===== src/rtl/nl2_cln_cfifo.sv =====
// nl2_cln_cfifo: pointer-based circular FIFO for L2 cleanup request paths.
// Supports any DEPTH >= 2 without data shifting. Also provides an occupancy
// count, full/almost-empty thresholds, a synchronous flush, sticky
// overflow/underflow flags and a peak-occupancy monitor.
module nl2_cln_cfifo #(
  parameter int WIDTH           = 1,
  parameter int DEPTH           = 2,
  parameter int FULL_THRESHOLD  = 1,
  parameter int EMPTY_THRESHOLD = 1,
  localparam int CW             = $clog2(DEPTH + 1)
) (
  input  logic             clk,
  input  logic             rst_a,
  input  logic [WIDTH-1:0] fifo_in,
  input  logic             push,
  input  logic             pop,
  input  logic             flush,
  input  logic             err_clr,
  output logic             fifo_full,
  output logic             fifo_almost_empty,
  output logic             fifo_head_valid,
  output logic [WIDTH-1:0] fifo_head_data,
  output logic [CW-1:0]    fifo_count,
  output logic [CW-1:0]    fifo_peak,
  output logic             fifo_ovf,
  output logic             fifo_unf
);

  localparam int PW = $clog2(DEPTH);
  localparam logic [CW-1:0] DEPTH_C     = CW'(DEPTH);
  localparam logic [CW-1:0] FULL_LIMIT  = CW'(DEPTH - FULL_THRESHOLD);
  localparam logic [CW-1:0] EMPTY_LIMIT = CW'(EMPTY_THRESHOLD);
  localparam logic [PW-1:0] PTR_LAST    = PW'(DEPTH - 1);

  logic [WIDTH-1:0] mem_q [DEPTH];
  logic [WIDTH-1:0] mem_d [DEPTH];
  logic [PW-1:0]    wr_ptr_q, wr_ptr_d;
  logic [PW-1:0]    rd_ptr_q, rd_ptr_d;
  logic [CW-1:0]    count_q, count_d;
  logic [CW-1:0]    peak_q, peak_d;
  logic             ovf_q, ovf_d;
  logic             unf_q, unf_d;

  logic pop_acc;
  logic push_acc;
  logic ovf_set;
  logic unf_set;

  // Accept/drop decisions; a pop at full frees the slot the push needs,
  // and flush suppresses every push/pop side effect for its cycle.
  always_comb begin
    pop_acc  = pop & (count_q != '0);
    push_acc = push & ((count_q != DEPTH_C) | pop_acc);
    ovf_set  = ~flush & push & ~push_acc;
    unf_set  = ~flush & pop & (count_q == '0);
  end

  // Next-state for storage, pointers, occupancy and monitor flags.
  always_comb begin
    mem_d    = mem_q;
    wr_ptr_d = wr_ptr_q;
    rd_ptr_d = rd_ptr_q;
    count_d  = count_q;
    if (flush) begin
      for (int i = 0; i < DEPTH; i++) begin
        mem_d[i] = '0;
      end
      wr_ptr_d = '0;
      rd_ptr_d = '0;
      count_d  = '0;
    end else begin
      // Vacated slots are zeroed so an empty FIFO always presents zero
      // data; a same-cycle push into that slot overrides the clear.
      if (pop_acc) begin
        mem_d[rd_ptr_q] = '0;
        rd_ptr_d = (rd_ptr_q == PTR_LAST) ? '0 : rd_ptr_q + 1'b1;
      end
      if (push_acc) begin
        mem_d[wr_ptr_q] = fifo_in;
        wr_ptr_d = (wr_ptr_q == PTR_LAST) ? '0 : wr_ptr_q + 1'b1;
      end
      if (push_acc && !pop_acc) begin
        count_d = count_q + 1'b1;
      end else if (!push_acc && pop_acc) begin
        count_d = count_q - 1'b1;
      end
    end

    // err_clr restarts the peak from the new occupancy; otherwise track max.
    if (err_clr) begin
      peak_d = count_d;
    end else if (count_d > peak_q) begin
      peak_d = count_d;
    end else begin
      peak_d = peak_q;
    end

    // A new error event in the clearing cycle still leaves the flag set.
    ovf_d = ovf_set | (ovf_q & ~err_clr);
    unf_d = unf_set | (unf_q & ~err_clr);
  end

  // State registers with asynchronous reset discarding all contents.
  always_ff @(posedge clk or posedge rst_a) begin
    if (rst_a) begin
      for (int i = 0; i < DEPTH; i++) begin
        mem_q[i] <= '0;
      end
      wr_ptr_q <= '0;
      rd_ptr_q <= '0;
      count_q  <= '0;
      peak_q   <= '0;
      ovf_q    <= 1'b0;
      unf_q    <= 1'b0;
    end else begin
      mem_q    <= mem_d;
      wr_ptr_q <= wr_ptr_d;
      rd_ptr_q <= rd_ptr_d;
      count_q  <= count_d;
      peak_q   <= peak_d;
      ovf_q    <= ovf_d;
      unf_q    <= unf_d;
    end
  end

  // Outputs depend only on registered state, never on this cycle's inputs.
  always_comb begin
    fifo_full         = count_q > FULL_LIMIT;
    fifo_almost_empty = count_q < EMPTY_LIMIT;
    fifo_head_valid   = count_q != '0;
    fifo_head_data    = fifo_head_valid ? mem_q[rd_ptr_q] : '0;
    fifo_count        = count_q;
    fifo_peak         = peak_q;
    fifo_ovf          = ovf_q;
    fifo_unf          = unf_q;
  end

endmodule


===== config.mk =====
export PLATFORM = sky130hd
export DESIGN_NAME = nl2_cln_cfifo
export DESIGN_NICKNAME = d
export VERILOG_FILES = /design/src/rtl/nl2_cln_cfifo.sv
export SDC_FILE = /design/constraint.sdc
export NUM_CORES = 1
export LEC_CHECK = 0
export ABC_AREA = 1
export CAP_MARGIN = 0
export CORE_MARGIN = 2
export CORE_UTILIZATION = 44
export DETAILED_ROUTE_END_ITERATION = 12
export HOLD_SLACK_MARGIN = 0.12
export PLACE_DENSITY = 0.73
export SYNTH_ARGS = -nofsm -noshare
export SYNTH_HDL_FRONTEND = slang
export SYNTH_SLANG_ARGS = --single-unit

===== constraint.sdc =====
create_clock -name clk -period 3.3 [get_ports clk]
set_input_delay 0.495 -clock clk [delete_from_list [all_inputs] [get_ports clk]]
set_output_delay 0.495 -clock clk [all_outputs]
set_load 0.01 [all_outputs]

* After elaboration in Yosys (flattened, before gate mapping)
Cells that the tools add are included.
** Storage, ports and cells
- Register bits after elaboration :: 10
** Operators by class
- Add/sub/neg operators :: 4
- $lt $le $gt $ge :: 7
- Equal/unequal tests :: 1
- Muxes and demuxes :: 24
- Bitwise operators :: 18
- Reductions and logical operators :: 11
** Operator list (number)
- 2-bit two-way mux :: 9
- 1-bit two-way mux :: 12
- 1-bit bitwise AND :: 8
- 2-bit nonzero test :: 4
- 2-bit by 1-bit < comparator with 1-bit output, second input constant :: 3
- 2-bit greater-or-equal comparator, second input constant :: 2
- 1-bit logical AND :: 4
- 1-bit NOT with 2-bit output :: 2
- 1-bit NOT :: 3
- 1-bit OR :: 3
- 1-bit adder, second input constant :: 2
- 2-bit by 1-bit adder with 2-bit output, second input constant :: 1
- 2-bit bitwise AND :: 1
- 2-bit bitwise mux :: 1
- 1-bit demux with 1-bit select :: 2
- 2-bit by 1-bit greater-than comparator with 1-bit output, second input constant :: 1
- 2-bit greater-than comparator :: 1
- 1-bit logical NOT :: 2
- 2-bit logical NOT :: 1
- 2-bit != test, second input constant :: 1
- 2-bit NOT :: 1
- 2-bit by 1-bit subtractor with 2-bit output, second input constant :: 1

* Depth between registers and ports, before layout
- Word-level depth :: 12
- Gate-level depth with buffers :: 17
- Depth with buffers taken out :: 17

* Worst setup path after synthesis
OpenSTA, ideal clock, no wires.
- Path type :: register to register
- From :: register count_q[0], in the netlist fifo_count[0]
- To :: register peak_q[0], in the netlist fifo_peak[0]
- Setup time :: 0.118 ns
- Arrival time :: 1.881 ns
- Data required time :: 3.182 ns
- Path slack :: 1.301 ns
- Stages on the path, launching flop included :: 15
- Path buffers :: 0
- Period minus slack after synthesis :: 1.999 ns
- Cell sequence :: dfrtp_1 inv_1 ha_1 inv_2 nand2_4 nand4_1 nand2_1 a31oi_1 ha_1 nand2_1 nand2_1 nand2_1 nand2_1 nand4_1 nand2_1
** On the way
- Word-level cells in the longest chain between the ends :: 11
- Elaborated cells between the ends (all ways) :: 18
** Ends and longest elaborated chain
- from (decl) :: RTL line 39 : logic [CW-1:0] count_q, count_d;
- from (signal assigned) :: RTL line 119 : count_q <= count_d;
- 2-bit nonzero test (*)
- via fifo_head_valid :: RTL line 21 : output logic fifo_head_valid,
- 1-bit bitwise AND (*) :: RTL line 52 : pop_acc = pop & (count_q != '0);
- 1-bit OR :: RTL line 53 : push_acc = push & ((count_q != DEPTH_C) | pop_acc);
- 1-bit bitwise AND :: RTL line 53
- 1-bit logical NOT :: RTL line 84 : end else if (!push_acc && pop_acc) begin
- 1-bit logical AND :: RTL line 84
- 2-bit two-way mux :: RTL line 84
- 2-bit two-way mux (*) :: RTL line 82 : if (push_acc && !pop_acc) begin
- 2-bit two-way mux (*) :: RTL line 64 : if (flush) begin
- via count_d[1] :: RTL line 39
- 2-bit greater-than comparator (*) :: RTL line 92 : end else if (count_d > peak_q) begin
- 2-bit nonzero test (no line) (*)
- to (signal assigned) :: RTL line 120 : peak_q <= peak_d;
- to (decl) :: RTL line 40 : logic [CW-1:0] peak_q, peak_d;
The timed path passes the listed nets; every way through them passes the cells marked *. The select of a mux whose other input is x is not followed.
A chain may end at the register's enable or synchronous reset.

* Worst setup path after layout
- From :: register count_q[0], in the netlist fifo_count[0]
- To :: output fifo_head_data
** On the way
- Word-level cells in the longest chain between the ends :: 2
** Ends and longest elaborated chain
- 2-bit nonzero test :: RTL line 130 : fifo_head_valid = count_q != '0;
- 1-bit two-way mux :: RTL line 131 : fifo_head_data = fifo_head_valid ? mem_q[rd_ptr_q] : '0;
- to (decl) :: RTL line 22 : output logic [WIDTH-1:0] fifo_head_data,
No other way between the ends.

==> run metrics <==
status finished clean; Placer Congestion 0.754; R2R Setup Slk 1.08 ns; GRT Total Usage 18.5%; RSZ-0062 raised after global routing false; post-cts repair resize count 0; post-CTS setup buffers 0; clock skew 0.00200 ns; placed cells 114; Ports 17; worst vdd ir 0.341 mV; NumNets Final 116; DP HPWL 1050 um; critical path startpoint fifo_count[0]; DRC Markers 0; Critical Path Start Type flop; commonest register cell after synthesis dfrtp_1; per-cell routed wire length 12.1 um; Int Pwr 0.310 mW; via density per instance 5.09; Synth top area share 38.8%; Rows 13; die area 1790 um^2; Synth async-reset ratio 100%; CTS Root Cell clkbuf_4; Netlist cell types 20; Reg power frac 32.7%; worst slew pin tran 0.398 ns; part of the Yosys area used for sequential elements 38.8%; ANT cells 0; Setup-failing EPs final 0; Final WS setup 0.951 ns; initial antenna violation count 0; #FFs+latches synth 10; cells on worst reg2reg path 12; Slew headroom 73.4%; Routed WL 1420 um; crit-path max FO 4; PortBufs 16; vias in the first global route 556; iteration count of the initial detailed-routing pass 6; Clock Tree Buf Depth 2; global-route wire length before repair 2440 um; # hold bufs at CTS 0; area growth from synthesis to layout 31.3%; average size of a mapped cell 7.76 um^2; Sw Ratio 39.7%; number of synthesized flops with an enable pin 0; # H-tree levels 1; most common cell in the netlist nand2_1; clock share of power 16.8%; Initial Util 48.3%; Iteration-0 DRC Markers 19; crit path to fifo_head_data; Final Critical Period 2.35 ns; post-route ant nets 0; Critical R2R Capture fifo_peak[0]; CTS tree yes; Layout Cells excl Fill 117; Max-cap violations 0; crit path DAT 1.85 ns; total grt overflow 0; Final period util 71.2%; largest net degree at the start of global routing 11; Gate power share 50.5%; via count 595; CP Capture Type output port; fin. max-slew vios 0; TNS Setup 0 ns; CORE AREA 1330 um^2; share of layout cells above drive strength 1 12.7%; fmax 0.426 GHz; power per cell area 607 nW/um^2; chip height 42.3 um; Synth Warn # 0; largest cells by area after synthesis dfrtp_1 (39%), nand2_1 (12%), inv_1 (9.9%); fin util 63.4%; Hold Violations, Final 0; Synth area leader dfrtp_1; Post-Syn Instances 83; CTS Sinks 10; clk_lat worst skew 0.27 ns; width of the chip 42.3 um; leak pwr 0.448 nW; synthesized area 644 um^2; Psw 0.204 mW; CP Class flop to output port; Post-Syn Nets 95; CTS buffer count 3; Post-synth top cells nand2_1 (21), inv_1 (17), dfrtp_1 (10); min-delay worst type input pin to async pin; Reg-to-Reg Start fifo_count[0]; Clock transition at path regs 0.07 ns; Critical Path RT 2.80 ns; pre-CTS WS 0.864 ns
[cell type report]
type	count	area (um^2)
inverter	19	71.3
sequential	10	250
multi-input combinational	54	323
fill	121	488
timing repair buffer	16	160
clock buffer	3	22.5
tap	15	18.8
[how the worst min path moves through the flow]
stage,from,endpoint,slack [ns],cells after the start
CTS,fifo_unf,fifo_unf,0.50,1
global route,fifo_unf,fifo_unf,0.52,1
finish,rst_a,fifo_ovf,0.50,2
floorplan,rst_a,fifo_count[0],0.34,1
global placement,fifo_ovf,fifo_ovf,0.48,2
detailed placement,fifo_unf,fifo_unf,0.49,1
[per-stage QoR]
step / hold slack (ns) / power, mW / cell area (um^2)
after floorplan: 0.335 / 0.321 / 644
after global placement: 0.480 / 0.416 / 823
after detailed placement: 0.491 / 0.422 / 823
after CTS: 0.504 / 0.512 / 846
after global routing: 0.521 / 0.548 / 846
final: 0.497 / 0.514 / 846
[critical path: stages, from the launching register on]
cell             delay [ns]
dfrtp_1                0.39
inv_1                  0.10
ha_1                   0.26
inv_2                  0.10
o21ai_0                0.08
nor2_1                 0.10
clkdlybuf4s50_1        0.55
[state kept, by name (all words and copies together), names as in the netlist]
register / flops
fifo_count: 2
fifo_unf: 1
rd_ptr_q: 1
wr_ptr_q: 1
mem_q: 2
fifo_peak: 2
fifo_ovf: 1
[cells in the final DEF (no fill, tap or decap)]
cell,synthesis,final
nand3_1,2,2
o21ai_1,2,2
dfrtp_1,10,10
clkdlybuf4s50_1,0,16
nand2_1,21,21
nand2_2,2,2
nor2_2,1,1
inv_2,2,2
a21oi_4,1,1
o21ai_0,2,2
nand4_1,2,2
a31oi_1,1,1
nor2_1,7,7
a21oi_1,1,1
ha_1,5,5
a32o_1,1,1
o31ai_1,1,1
inv_1,17,17
nand2_4,1,1
nand3_2,3,3
clkbuf_4,0,3
nand3b_1,1,1
[logic make-up after synthesis]
| family | Yosys count | share of synthesized area [%] |
|---|---|---|
| flip-flops | 10 | 38.8 |
| adder cells (fa/ha/maj) | 5 | 9.71 |
| AO/OA/AOI/OAI | 9 | 10.1 |
| AND/OR/NAND/NOR | 40 | 30.3 |
| buffers and inverters | 19 | 11.1 |
[power groups by stage]
stage               clock, mW  sequential [mW]  combinational [mW]
floorplan                   0            0.177               0.143
global placement            0            0.170               0.246
detailed placement          0            0.170               0.252
CTS                    0.0868            0.168               0.257
global route           0.0918            0.173               0.283
finish                 0.0861            0.168               0.259
[metal layers]
layer | routed length [um] | GRT usage, % | up-vias
met5 | 0 | 0 | -
met4 | 21 | 10.0 | 0
met3 | 110 | 3.88 | 5
met2 | 647 | 29.2 | 33
met1 | 640 | 23.3 | 259
li1 | - | - | 298
(Power assumes the default switching activity.)
